## src/rtl/fifo_push_arbiter.sv

```systemverilog
// rtl/fifo_push_arbiter.sv - packet-aware round-robin arbiter driving a shared fifo_v3 push port
// Optional build macro: FIFO_PUSH_ARBITER_STATS_EN adds per-requester completed-packet counters (pkt_cnt_o).
module fifo_push_arbiter #(
  parameter int unsigned NUM_REQ    = 4,
  parameter int unsigned DATA_WIDTH = 32,
  parameter int unsigned IDX_WIDTH  = (NUM_REQ > 1) ? $clog2(NUM_REQ) : 1
) (
  input  logic                                clk_i,
  input  logic                                rst_ni,
  input  logic                                flush_i,
  input  logic [NUM_REQ-1:0]                  req_valid_i,
  input  logic [NUM_REQ-1:0][DATA_WIDTH-1:0]  req_data_i,
  input  logic [NUM_REQ-1:0]                  req_last_i,
  output logic [NUM_REQ-1:0]                  req_ready_o,
  input  logic                                fifo_full_i,
  output logic                                fifo_push_o,
  output logic [DATA_WIDTH-1:0]               fifo_data_o,
  output logic [IDX_WIDTH-1:0]                grant_idx_o,
  output logic                                locked_o
`ifdef FIFO_PUSH_ARBITER_STATS_EN
  ,
  output logic [NUM_REQ-1:0][15:0]            pkt_cnt_o
`endif
);

  typedef enum logic {
    IDLE   = 1'b0,
    LOCKED = 1'b1
  } state_e;

  state_e               state_q, state_d;
  logic [IDX_WIDTH-1:0] rr_ptr_q, rr_ptr_d;
  logic [IDX_WIDTH-1:0] lock_idx_q, lock_idx_d;

  logic [31:0]          cand;
  logic [IDX_WIDTH-1:0] cand_idx;
  logic [IDX_WIDTH-1:0] scan_idx;
  logic                 scan_found;
  logic [IDX_WIDTH-1:0] win_idx;
  logic                 win_valid;
  logic                 win_last;
  logic                 xfer;
  logic [IDX_WIDTH-1:0] rr_next;

  // Round-robin search: first valid requester at or above rr_ptr_q, wrapping at NUM_REQ-1.
  always_comb begin
    scan_found = 1'b0;
    scan_idx   = rr_ptr_q;
    cand       = '0;
    cand_idx   = '0;
    for (int unsigned i = 0; i < NUM_REQ; i++) begin
      cand = 32'(rr_ptr_q) + i;
      if (cand >= NUM_REQ) begin
        cand = cand - NUM_REQ;
      end
      cand_idx = IDX_WIDTH'(cand);
      if (!scan_found && req_valid_i[cand_idx]) begin
        scan_found = 1'b1;
        scan_idx   = cand_idx;
      end
    end
  end

  // Winner is pinned to the lock owner inside a packet; a transfer needs a valid winner and FIFO space.
  always_comb begin
    if (state_q == LOCKED) begin
      win_idx   = lock_idx_q;
      win_valid = req_valid_i[lock_idx_q];
    end else begin
      win_idx   = scan_idx;
      win_valid = scan_found;
    end
    win_last = req_last_i[win_idx];
    xfer     = win_valid && !fifo_full_i && !flush_i && rst_ni;
    if (win_idx == IDX_WIDTH'(NUM_REQ - 1)) begin
      rr_next = '0;
    end else begin
      rr_next = win_idx + 1'b1;
    end
  end

  // Next-state logic: lock on a non-last beat, release and advance priority on a last beat.
  always_comb begin
    state_d    = state_q;
    lock_idx_d = lock_idx_q;
    rr_ptr_d   = rr_ptr_q;
    if (flush_i) begin
      state_d  = IDLE;
      rr_ptr_d = '0;
    end else if (xfer) begin
      if (win_last) begin
        state_d  = IDLE;
        rr_ptr_d = rr_next;
      end else begin
        state_d    = LOCKED;
        lock_idx_d = win_idx;
      end
    end
  end

  // State, priority pointer and lock owner registers.
  always_ff @(posedge clk_i) begin
    if (!rst_ni) begin
      state_q    <= IDLE;
      rr_ptr_q   <= '0;
      lock_idx_q <= '0;
    end else begin
      state_q    <= state_d;
      rr_ptr_q   <= rr_ptr_d;
      lock_idx_q <= lock_idx_d;
    end
  end

  // Output decode; reset forces every handshake output and the grant index to zero.
  always_comb begin
    req_ready_o = '0;
    fifo_push_o = xfer;
    if (xfer) begin
      req_ready_o[win_idx] = 1'b1;
    end
    grant_idx_o = rst_ni ? win_idx : '0;
    locked_o    = rst_ni && (state_q == LOCKED);
    fifo_data_o = req_data_i[grant_idx_o];
  end

`ifdef FIFO_PUSH_ARBITER_STATS_EN
  logic [NUM_REQ-1:0][15:0] pkt_cnt_q;

  // Saturating count of completed packets per requester, cleared by reset and flush.
  always_ff @(posedge clk_i) begin
    if (!rst_ni || flush_i) begin
      pkt_cnt_q <= '0;
    end else if (xfer && win_last && (pkt_cnt_q[win_idx] != 16'hFFFF)) begin
      pkt_cnt_q[win_idx] <= pkt_cnt_q[win_idx] + 16'd1;
    end
  end

  assign pkt_cnt_o = pkt_cnt_q;
`endif

endmodule
```

## config.mk

```make
export PLATFORM = sky130hd
export DESIGN_NAME = fifo_push_arbiter
export DESIGN_NICKNAME = d
export VERILOG_FILES = /design/src/rtl/fifo_push_arbiter.sv
export SDC_FILE = /design/constraint.sdc
export NUM_CORES = 1
export LEC_CHECK = 0
export BUFFER_PORTS_ARGS = -buffer_cell sky130_fd_sc_hd__buf_2
export CAP_MARGIN = 20
export CORE_AREA = 2 2 70 72
export DETAILED_ROUTE_END_ITERATION = 10
export DIE_AREA = 0 0 72 74
export PLACE_DENSITY = 0.85
export SLEW_MARGIN = 20
export SYNTH_ARGS = -nofsm -noshare
export SYNTH_HDL_FRONTEND = slang
export SYNTH_SLANG_ARGS = --single-unit
```

## constraint.sdc

```tcl
create_clock -name clk_i -period 6.5 [get_ports clk_i]
set_input_delay 1.3 -clock clk_i [delete_from_list [all_inputs] [get_ports clk_i]]
set_output_delay 1.3 -clock clk_i [all_outputs]
set_load 0.005 [all_outputs]
```

Word-level counts from Yosys, hierarchy flattened. Index checks and enable logic that the tools add are counted.

$add $sub $neg: 8. Order comparisons: 12. Eq/ne operators: 1. Mux-type cells: 34. Bitwise logic cells: 3. Reduce and logical (&&, ||, !) cells: 16.

Operator list (number): binary-select mux 32 bit (select 2 bit) (1); two-way mux 32 bit (1); two-way mux 2 bit (11); less-than comparator 2 x 3 -> 1 bit (second input constant) (7); two-way mux 1 bit (13); binary-select mux 1 bit (select 2 bit) (6); >= comparator 3 bit (second input constant) (3); logical AND 1 bit (8); subtractor 2 x 1 -> 2 bit (second input constant) (4); adder 2 x 2 -> 3 bit (second input constant) (2); zero test 1 bit (5); two-way mux 4 bit (1); adder 2 x 1 -> 3 bit (second input constant) (1); >= comparator 2 x 3 -> 1 bit (second input constant) (1); NOT 1 bit (3); AND reduction 3 bit (1); adder 2 x 1 -> 2 bit (second input constant) (1); demux 1 bit (select 2 bit) (1); == test 2 bit (second input constant) (1); >= comparator 2 x 1 -> 1 bit (second input constant) (1); AND reduction 2 bit (1); OR reduction 2 bit (1).

Register bits after elaboration: 5. Input port bits: 140. Logic and storage cells: 77.

Depth between registers and ports, before layout. Gate-level depths: netlist of run 1.

Depth in word-level cells: 20. Gate-level depth with buffers: 11. Gate-level depth less buffers: 8.

Worst setup path after synthesis of run 1. Ideal clock, no wire load.

Path kind: input to output. Start: in req_valid_i[3]. End: out req_ready_o[0]. Arrival: 2.844 ns. Setup slack: 2.356 ns. Stages on the path: 8. Path buffers: 2. Cells stage by stage: buf_2 -> nor2b_1 -> o21a_1 -> o41ai_4 -> inv_2 -> buf_2 -> ha_1 -> and2_1.

Cells in the longest elaborated chain, start to end: 18. Elaborated cells on any way between the ends: 35. Those cells by class: order compare (2); mux (23); reduce/logical (10).

RTL lines: start: declaration (line 11) `input logic [NUM_REQ-1:0] req_valid_i,`; binary-select mux 1 bit (select 2 bit) (line 57) `if (!scan_found && req_valid_i[cand_idx]) begin`; two-way mux 1 bit (not written as such) (line 57); two-way mux 1 bit (line 57); zero test 1 bit (line 57); logical AND 1 bit (line 57); two-way mux 1 bit (line 57); zero test 1 bit (line 57); logical AND 1 bit (line 57); (+3 left out); two-way mux 2 bit * (line 57); two-way mux 2 bit * (line 66) `if (state_q == LOCKED) begin`; via win_idx[0] (line 39) `logic [IDX_WIDTH-1:0] win_idx;`; less-than comparator 2 x 3 -> 1 bit (not written as such) / >= comparator 2 x 1 -> 1 bit (equally long branches) (line 119) `req_ready_o[win_idx] = 1'b1;`; logical AND 1 bit (not written as such) (line 119); two-way mux 1 bit (not written as such) (line 119); demux 1 bit (select 2 bit) * (line 119); two-way mux 4 bit * (line 118) `if (xfer) begin`; end: declaration (line 14) `output logic [NUM_REQ-1:0] req_ready_o,`.

The timed path passes the listed nets; every way through them passes the cells marked *. The select of a mux whose other input is x is not followed.

Worst setup path after layout of run 1.
Start: in req_valid_i[2]. End: out fifo_data_o[25].

Cells in the longest elaborated chain, start to end: 16. Elaborated cells on any way between the ends: 25. Those cells by class: mux (19); reduce/logical (6).

RTL lines: binary-select mux 1 bit (select 2 bit) (line 57); two-way mux 1 bit (not written as such) (line 57); two-way mux 1 bit (line 57); zero test 1 bit (line 57); logical AND 1 bit (line 57); two-way mux 1 bit (line 57); zero test 1 bit (line 57); logical AND 1 bit (line 57); two-way mux 1 bit (line 57); zero test 1 bit (line 57); logical AND 1 bit (line 57); two-way mux 2 bit * (line 57); two-way mux 2 bit * (line 66); via win_idx[1] (line 39); two-way mux 2 bit * (line 121) `grant_idx_o = rst_ni ? win_idx : '0;`; binary-select mux 32 bit (select 2 bit) * (line 123) `fifo_data_o = req_data_i[grant_idx_o];`; two-way mux 32 bit (not written as such) * (line 123); end: declaration (line 17) `output logic [DATA_WIDTH-1:0] fifo_data_o,`.

Marks and branches as above.

==> impl_metrics.yaml, run 1 <==
status:
  status: "completed"
drt:
  vias: 2431
  first_iter_violations: 80
  wl_per_cell_um: 14.06
  postRouteAntennaNets: 0
  viasPerCell: 5.426
  drt_first_pass_iters: 4
  drcViolationCount: 0
  wirelength_mm: 6.298
sta:
  fin_tns_setup_ns: 0
  relSlewSlack_pct: 51.78
  fin_skew_ns: 0.002434
  finalSetupViolations: 0
  final-hold-violation-count: 0
  min_period_ns: 4.878
  post-route-period-util_pct: 75.05
  rsz0062_at_grt: "no"
  hold_ws_ns: 0.5212
  tightest_slew_ns: 0.7233
  clock.fmax_ghz: 0.2050
  report.final.slew_viol_count: 0
critical_path:
  end_kind: "output port"
  critPathKind: "in2out"
  cp.required_ns: 5.20
  critical_path.top_delay_family: "compound AO/OA/AOI/OAI gates"
  crit_arrival_ns: 3.58
  path_buf_inv: 4
  cpMaxStageDelayCell: "o21ai_2"
  cp_cell_sequence: "buf_2 -> nor2b_1 -> o21ai_0 -> o211a_4 -> inv_2 -> o21ai_2 -> buf_4 -> nand2_1 -> o211ai_1 -> buf_2"
  worst_path_most_repeated_cell: "buf_2"
  worst_path_largest_cell_delay_ns: 0.57
  startpoint_type: "primary input"
  worstPathMaxFanout: 17
pwr:
  power_density_nw_per_um2: 94.29
  p_sw_mw: 0.09344
  finalPower_mw: 0.2450
  comb_power_share_pct: 63.0
  internal_power_mw: 0.1516
  clkPwrFrac_pct: 23.6
  seqPwrFrac_pct: 13.4
  netSwitchingFraction_pct: 38.14
  peakVddDrop_mv: 0.03878
  p_leak_nw: 1.280
floorplan:
  core_um2: 4598
  core.rowCount: 25
  ioPinCount: 180
  die_w_um: 72
  dieHeight_um: 74
  die_area_um2: 5328
  start_util_pct: 36.49
worst_hold_path:
  hp-class: "reg2reg"
placed_design:
  place_congestion: 0.8025
  dp.cells: 444
  port_buffers: 179
  dpl.hpwl_mm: 5.175
synth:
  synth_top_area_cell: "o211ai_1"
  netlist_area_um2: 1678
  synth-edff-count: 0
  ys_warn_count: 0
  ys_top_cells_by_count: "65 x o211ai_1, 38 x nand2_1, 33 x mux2i_1"
  ys_async_sr_fraction_pct: 0
  ys.flop_type: "dfxtp_1"
  syn_inst: 227
  ys_seq_elements: 5
  synth_most_common_cell: "o211ai_1"
  synth.yosys.seq_area_share_pct: 5.966
  synth_area_leaders: "o211ai_1 29%, mux2i_1 20%, nand2_1 8.5%"
  synth_nets: 371
  synthDistinctLibCells: 41
  synth_top_area_share_pct: 29.08
  avgSynthCellArea_um2: 7.391
global_routing:
  use_met2_pct: 40.33
  grt_util_all_layers_pct: 21.89
  busiest_layer: "met2"
  grt_max_degree: 37
  grt-ovfl-total: 0
  grt_pass1_vias: 2129
  grt_use_met3_pct: 3.523
  grt_util_met1_pct: 26.98
  antenna_found_initial: 0
  grt_pass1_wl_mm: 9.528
clock_tree:
  cts_htree_levels: 1
  clkTransAtPathRegs_ns: 0.04
  cts_root_buf: "clkbuf_8"
  cts_buffers: 3
  cts_hold_buffers: 0
  cts_setup_buffers: 0
  cts_resized: 0
  clock_latency_ns: 0.22
  cts_max_path_buffers: 2
  cts_tree: "built"
  numClockSinks: 5
final_layout:
  fillers: 444
  synthToLayoutAreaGrowth_pct: 54.88
  antenna_cells: 0
  layout-drive-gt1-share_pct: 50.00
  stdcell_count: 448
  post-route-util_pct: 56.52
  num-nets-final: 539
flow_run:
  maxCapViolations: 0
==> registers in the layout, summed over array words and instances, names as in the netlist <==
signal and cells:
lock_idx_q 2, state_q 1, rr_ptr_q 2
==> area by class of cell <==
class / instances / area, um^2 / area share [%]
clock buffer: 4 / 45.04 / 1.733
sequential: 5 / 100.1 / 3.852
inverter: 11 / 41.29 / 1.589
tap: 54 / 67.56 / 2.600
timing repair buffer: 182 / 918.4 / 35.34
multi-input combinational: 192 / 1426 / 54.89
==> power by group through the flow <==
stage | logic (mW) | clock network, mW | registers, mW
after global routing | 0.173 | 0.0607 | 0.0331
after floorplan | 0.0790 | 0 | 0.0323
after CTS | 0.155 | 0.0589 | 0.0329
final | 0.154 | 0.0577 | 0.0329
after detailed placement | 0.155 | 0 | 0.0334
after global placement | 0.151 | 0 | 0.0333
==> through the flow <==
stage	instance area (um^2)	worst slack [ns]
finish	2599	1.622
global route	2599	1.402
CTS	2596	1.406
detailed placement	2551	1.412
global placement	2551	1.413
floorplan	1678	2.356
==> final timing paths <==
path	start	endpoint	slack, ns	depth (start not counted)
setup / recovery	req_valid_i[2]	fifo_data_o[25]	1.62	10
hold / removal	lock_idx_q[1]$_SDFFE_PN0P_	lock_idx_q[1]$_SDFFE_PN0P_	0.52	2
setup reg to reg	rr_ptr_q[0]$_SDFFE_PP0P_	state_q$_SDFFE_PP0P_	4.14	7
hold reg to reg	lock_idx_q[1]$_SDFFE_PN0P_	lock_idx_q[1]$_SDFFE_PN0P_	0.52	2
==> routing by layer <==
metal / wire [um] / vias up
met5: 0 / -
met4: 54 / 0
met3: 429 / 6
met2: 3317 / 109
met1: 2497 / 1095
li1: - / 1221
==> cell usage in the layout, fill, tap and decap left out, drive strengths merged <==
cell type,count
buf,182
o211ai,66
nand2,38
mux2i,33
inv,11
o21ai,6
a21oi,5
and2,5
dfxtp,5
ha,4
clkbuf,4
nor2,3
nand2b,3
nor2b,3
a21boi,3
or4,2
mux4,2
o21a,2
o2111ai,2
o211a,2
o22ai,1
mux2,1
nor4,1
nand3,1
or2,1
o41ai,1
nor3,1
a211o,1
and4,1
a31oi,1
o21ba,1
o311a,1
o21bai,1
==> kinds of logic after synthesis <==
family	share of synthesized area (%)
compound gates	42.58
simple gates	16.03
mux	23.04
buf+inv	9.396
flops	5.966
fa+ha+maj	2.983
==> worst min-delay path, delay by kind of cell (launching register included) <==
family	cells	cell delay (ns)
DFF	1	0.34
muxes	1	0.06
and+or+nand+nor	1	0.07
No activity file was read; power rests on OpenSTA's default activity.
==> run 2, diff against run 1 <==
Settings changed: ABC_AREA set to 1, CORE_AREA 2 2 70 72 to not set, CORE_UTILIZATION set to 34, DIE_AREA 0 0 72 74 to not set, PLACE_DENSITY 0.85 to 0.78.
Clock period 6.5 ns to 4.4 ns, I/O delays scaled along.
==> run 2 against run 1 <==
  * Sequential share of layout area shrank 0.36 points
  * Register-to-register slack lost 2.1 ns
  * Non-clock buffer count grew 3
  * Setup slack lost 0.99 ns
  * Die area grew 12%
  * Largest cell class unchanged
  * Count of clock-buffer cells in the layout is the same
  * Via count grew 18%
  * Critical path depth grew 7
  * Global-route usage grew 0.33 points
  * Synthesized cell count grew 59%
  * Critical path type unchanged
==> impl_metrics.yaml, run 2 <==
pwr:
  comb_power_share_pct: 73.9
  clkPwrFrac_pct: 16.4
  p_leak_nw: 1.751
  peakVddDrop_mv: 0.2304
  p_sw_mw: 0.2255
  internal_power_mw: 0.2856
  netSwitchingFraction_pct: 44.12
  power_density_nw_per_um2: 178.4
  seqPwrFrac_pct: 9.8
critical_path:
  worstPathMaxFanout: 52
  path_buf_inv: 4
  cp_cell_sequence: "buf_2 -> nand2_1 -> nand2_1 -> nand2_1 -> nand2_4 -> nor2_4 -> nand4_1 -> nand2_1 -> nand2_2 -> nand2_4 -> inv_2 -> nand2_4 -> buf_12 -> o21ai_0 -> o21bai_1 -> nand2_1 -> buf_2"
  end_kind: "output port"
  worst_path_largest_cell_delay_ns: 0.27
  startpoint_type: "primary input"
  critPathKind: "in2out"
  worst_path_most_repeated_cell: "nand2_1"
  crit_arrival_ns: 2.89
  critical_path.top_delay_family: "simple AND/OR/NAND/NOR gates"
  cpMaxStageDelayCell: "buf_12"
  cp.required_ns: 3.52
clock_tree:
  cts_hold_buffers: 0
  clock_latency_ns: 0.22
  cts_max_path_buffers: 2
  clkTransAtPathRegs_ns: 0.03
  cts_setup_buffers: 0
  cts_tree: "built"
  numClockSinks: 5
  cts_root_buf: "clkbuf_8"
  cts_buffers: 3
  cts_htree_levels: 1
  cts_resized: 0
synth:
  ys_seq_elements: 5
  synth_area_leaders: "nand2_1 18%, o21ai_1 13%, o21bai_1 13%"
  ys_warn_count: 0
  ys_top_cells_by_count: "94 x nand2_1, 52 x inv_1, 48 x o21ai_1"
  synth_top_area_share_pct: 18.38
  synth_top_area_cell: "nand2_1"
  synth-edff-count: 0
  synth_most_common_cell: "nand2_1"
  avgSynthCellArea_um2: 5.302
  synth_nets: 506
  netlist_area_um2: 1919
  ys.flop_type: "dfxtp_1"
  syn_inst: 362
  synth.yosys.seq_area_share_pct: 5.215
  ys_async_sr_fraction_pct: 0
  synthDistinctLibCells: 21
sta:
  relSlewSlack_pct: 71.09
  clock.fmax_ghz: 0.2653
  rsz0062_at_grt: "no"
  report.final.slew_viol_count: 0
  finalSetupViolations: 0
  fin_tns_setup_ns: 0
  final-hold-violation-count: 0
  fin_skew_ns: 0.001091
  post-route-period-util_pct: 85.68
  min_period_ns: 3.770
  tightest_slew_ns: 0.4337
global_routing:
  grt_pass1_vias: 2499
  grt_max_degree: 53
  use_met2_pct: 39.73
  busiest_layer: "met2"
  antenna_found_initial: 1
  grt_use_met3_pct: 5.119
  grt-ovfl-total: 0
  grt_pass1_wl_mm: 11.03
  grt_util_met1_pct: 26.66
  grt_util_all_layers_pct: 22.22
final_layout:
  post-route-util_pct: 54.37
  top_regs: "lock_idx_q (2), rr_ptr_q (2), state_q (1)"
  antenna_cells: 0
  final_area_um2: 2865
  final_cell_mix: "179 x buf_2, 94 x nand2_1, 52 x inv_1, 48 x o21ai_1, 32 x o21bai_1"
  layout-drive-gt1-share_pct: 39.74
  synthToLayoutAreaGrowth_pct: 49.28
  layout_commonest_cell: "buf_2"
  fillers: 552
  num-nets-final: 676
drt:
  wirelength_mm: 6.957
  drcViolationCount: 0
  drt_first_pass_iters: 4
  viasPerCell: 4.772
  wl_per_cell_um: 11.58
  first_iter_violations: 77
  vias: 2868
  postRouteAntennaNets: 0
floorplan:
  die_w_um: 77.14
  ioPinCount: 180
  core_um2: 5270
  start_util_pct: 36.42
  core.rowCount: 26
  die_area_um2: 5950
  dieHeight_um: 77.14
placed_design:
  port_buffers: 179
  dpl.hpwl_mm: 5.746
  place_area_um2: 2820
  place_congestion: 0.9719
flow_run:
  maxCapViolations: 0
status:
  status: "completed"
worst_hold_path:
  hp-class: "reg2reg"
==> run 2: cell types whose count changed in the layout (fill, tap and decap cells not counted), moves of 8 or more <==
| cell | before | now |
|---|---|---|
| inv_1 | 8 | 52 |
| a21oi_2 | 0 | 8 |
| mux2i_1 | 33 | 0 |
| o21bai_1 | 1 | 32 |
| o21ai_1 | 0 | 48 |
| nor2_1 | 3 | 16 |
| o21ai_0 | 5 | 18 |
| nand2_1 | 37 | 94 |
| nand3_1 | 1 | 16 |
| o211ai_1 | 65 | 0 |
| a21oi_1 | 5 | 27 |
==> run 2: power by group through the flow <==
stage	logic [mW]	clock network (mW)	registers [mW]
CTS	0.378	0.0854	0.0497
finish	0.378	0.0838	0.0498
global placement	0.371	0	0.0504
global route	0.427	0.0897	0.0501
detailed placement	0.377	0	0.0504
floorplan	0.234	0	0.0493
==> run 2: cells by family after synthesis <==
kind of cell               share of synthesized area, %
AOI/OAI and AO/OA                                 40.87
buffers and inverters                             19.43
adders and majority gates                         2.608
and+or+nand+nor                                   31.88
DFF                                               5.215
==> run 2: routing by layer <==
layer	vias to the layer above	wire length, um
met1	1225	2945
met5	-	17
met3	10	456
li1	1521	-
met2	110	3422
met4	2	115
==> run 2: path summary, 6_finish.rpt <==
path                            cells after the start                       start  slack [ns]                    endpoint
worst max-delay path                               17              req_valid_i[2]        0.63              fifo_data_o[9]
worst min-delay path                                2  lock_idx_q[1]$_SDFFE_PN0P_        0.51  lock_idx_q[1]$_SDFFE_PN0P_
worst min register to register                      2  lock_idx_q[1]$_SDFFE_PN0P_        0.51  lock_idx_q[1]$_SDFFE_PN0P_
worst max register to register                     13    rr_ptr_q[0]$_SDFFE_PP0P_        2.05    rr_ptr_q[1]$_SDFFE_PP0P_
==> run 2: worst register-to-register path, stage by stage (launching register included) <==
cell and delay (ns):
dfxtp_1 0.57, inv_2 0.18, nand2_1 0.09, nand2_1 0.08
nand2_1 0.12, nand2_4 0.08, nor2_4 0.12, nand4_1 0.09
nand2_1 0.09, inv_2 0.04, a21oi_1 0.32, ha_1 0.31
nor2_1 0.11, nor2_1 0.06
==> run 2: area by class of cell <==
type	instances	area [um^2]	share of cell area [%]
repair buffers	185	965.9	33.71
multi-input cells	279	1446	50.48
flip-flops and latches	5	100.1	3.493
well taps	70	87.58	3.057
inverters	58	220.2	7.686
clock buffers	4	45.04	1.572
==> run 2: metrics by stage <==
stage | hold slack, ns | instances | setup slack (ns) | total power [mW]
final | 0.5083 | 601 | 0.6300 | 0.5111
after global routing | 0.5459 | 601 | 0.3389 | 0.5672
after CTS | 0.4983 | 601 | 0.6252 | 0.5135
after detailed placement | 0.4927 | 597 | 0.6327 | 0.4270
after global placement | 0.4967 | 597 | 0.6914 | 0.4215
after floorplan | 0.4494 | 362 | 1.265 | 0.2832
==> run 3, diff against run 2 <==
Settings changed: CELL_PAD_IN_SITES_DETAIL_PLACEMENT set to 1, CELL_PAD_IN_SITES_GLOBAL_PLACEMENT set to 1, CORE_UTILIZATION 34 to 20, PLACE_DENSITY 0.78 to not set, PLACE_DENSITY_LB_ADDON set to 0.1, RECOVER_POWER set to 50.
==> run 3 against run 2 <==
  * Clock skew barely moved
  * Die area rose by 68%
  * Global-route usage fell by 6.5 points
  * Sequential cell count did not move
  * Via count rose by 2.3%
  * Clock power rose by 0.6%
  * Sequential power barely moved
  * Non-clock buffer count fell by 4
  * Setup slack got worse by 0.13 ns
  * Combinational power barely moved
  * Total power fell by 0.22%
  * Core utilization fell by 23 points
==> impl_metrics.yaml, run 3 (synthesis results as in run 2) <==
drt:
  wl_met1_mm: 3.665
  routed-wl-met2_mm: 4.236
  top_layer: "met4"
  wirelength_mm: 8.502
  drcViolationCount: 0
  viasPerCell: 4.474
  first_iter_violations: 56
  postRouteAntennaNets: 0
  drt_first_pass_iters: 4
  vias: 2935
  wl_per_cell_um: 12.96
  met3_length_um: 512
sta:
  post-route-period-util_pct: 88.57
  tightest_slew_ns: 0.6178
  final-hold-violation-count: 0
  fin_tns_setup_ns: 0
  layout_setup_ws_ns: 0.5029
  report.final.slew_viol_count: 0
  rsz0062_at_grt: "no"
  min_period_ns: 3.897
  finalSetupViolations: 0
  fin_skew_ns: 0.0007275
  relSlewSlack_pct: 58.76
  clock.fmax_ghz: 0.2566
critical_path:
  critPathKind: "in2out"
  worst_path_most_repeated_cell: "nand2_1"
  ff2ff_path_depth: 13
  timing.rr.start: "rr_ptr_q[0]$_SDFFE_PP0P_"
  cp_cell_sequence: "buf_2 -> nand2_1 -> nand2_1 -> nand2_1 -> nand2_1 -> nor2_4 -> nand4_1 -> nand2_1 -> nand2_2 -> nand2_4 -> inv_2 -> nand2_4 -> buf_12 -> o21ai_0 -> o21bai_1 -> nand2_1 -> buf_2"
  rrSetupSlack_ns: 2.03
  r2r_end: "rr_ptr_q[1]$_SDFFE_PP0P_"
  cp-startpoint: "req_valid_i[0]"
  end_kind: "output port"
  cp.required_ns: 3.52
  cpMaxStageDelayCell: "buf_12"
  worstPathMaxFanout: 78
  startpoint_type: "primary input"
  crit_arrival_ns: 3.02
  worst_path_largest_cell_delay_ns: 0.34
global_routing:
  grt-ovfl-total: 0
  grt_pass1_vias: 2828
  grt_pass1_wl_mm: 12.97
  antenna_found_initial: 0
  grt_util_all_layers_pct: 15.72
  grt_max_degree: 79
pwr:
  comb_power_share_pct: 73.7
  p_sw_mw: 0.2307
  power_density_nw_per_um2: 176.2
  peakVddDrop_mv: 0.1187
  p_leak_nw: 1.717
  netSwitchingFraction_pct: 45.24
  internal_power_mw: 0.2793
  clkPwrFrac_pct: 16.5
  seqPwrFrac_pct: 9.8
worst_hold_path:
  hold_path_end: "lock_idx_q[1]$_SDFFE_PN0P_"
  holdPathStages: 2
  hp-class: "reg2reg"
  min_from: "lock_idx_q[1]$_SDFFE_PN0P_"
placed_design:
  port_buffers: 179
  place_area_um2: 2864
  dpl.hpwl_mm: 6.932
  place_congestion: 0.8203
  place_ws_ns: 0.4554
final_layout:
  layout-drive-gt1-share_pct: 38.14
  top_regs: "lock_idx_q (2), rr_ptr_q (2), state_q (1)"
  final_area_um2: 2895
  post-route-util_pct: 31.19
  final_cell_mix: "171 x buf_2, 94 x nand2_1, 52 x inv_1, 48 x o21ai_1, 32 x o21bai_1"
  antenna_cells: 0
  synthToLayoutAreaGrowth_pct: 50.85
  num-nets-final: 672
  layout_commonest_cell: "buf_2"
clock_tree:
  cts_htree_levels: 1
  cts_hold_buffers: 0
  numClockSinks: 5
  cts_tree: "built"
  cts_resized: 0
  cts_max_path_buffers: 2
  clock_latency_ns: 0.22
  cts_root_buf: "clkbuf_8"
  clkTransAtPathRegs_ns: 0.03
  cts_buffers: 3
  cts_setup_buffers: 0
flow_run:
  maxCapViolations: 0
floorplan:
  die_area_um2: 9992
  start_util_pct: 20.67
  dieHeight_um: 99.96
  core_um2: 9284
  core.rowCount: 35
  die_w_um: 99.96
  ioPinCount: 180
status:
  status: "completed"
-- run 3: through the flow --
stage | cells | hold WS [ns] | total power [mW]
6_report | 656 | 0.4982 | 0.5100
5_1_grt | 656 | 0.5327 | 0.5706
4_1_cts | 656 | 0.5087 | 0.5248
3_5_place_dp | 652 | 0.4999 | 0.4351
3_3_place_gp | 652 | 0.5051 | 0.4298
2_1_floorplan | 362 | 0.4494 | 0.2832
-- run 3: layout make-up --
cell class	count	area [um^2]
timing repair buffer	181	929.6
fill	1344	6389
sequential	5	100.1
inverter	58	220.2
tap	129	161.4
multi-input combinational	279	1439
clock buffer	4	45.04
-- run 3: per-layer routing --
metal	track usage, %	vias to the layer above
li1	-	1513
met1	18.74	1316
met2	29.97	100
met3	2.159	6
met4	2.715	0
met5	0	-
-- run 3: power groups by stage --
stage          combinational (mW)  clock [mW]  sequential (mW)
6_report                    0.376      0.0843           0.0497
3_3_place_gp                0.379           0           0.0506
3_5_place_dp                0.385           0           0.0505
4_1_cts                     0.387      0.0884           0.0498
2_1_floorplan               0.234           0           0.0493
5_1_grt                     0.429      0.0916           0.0500
-- run 3: worst max-delay path by stage --
stage                            endpoint  slack (ns)
after detailed placement  fifo_data_o[24]        0.46
after global routing      fifo_data_o[24]        0.14
after global placement    fifo_data_o[24]        0.49
after CTS                 fifo_data_o[24]        0.45
final                      fifo_data_o[8]        0.50
after floorplan           fifo_data_o[10]        1.27
-- run 3: worst max-delay path: cells and delay by family --
kind	cells	cell delay, ns
compound gates	2	0.31
simple gates	11	1.13
buf+inv	4	0.65
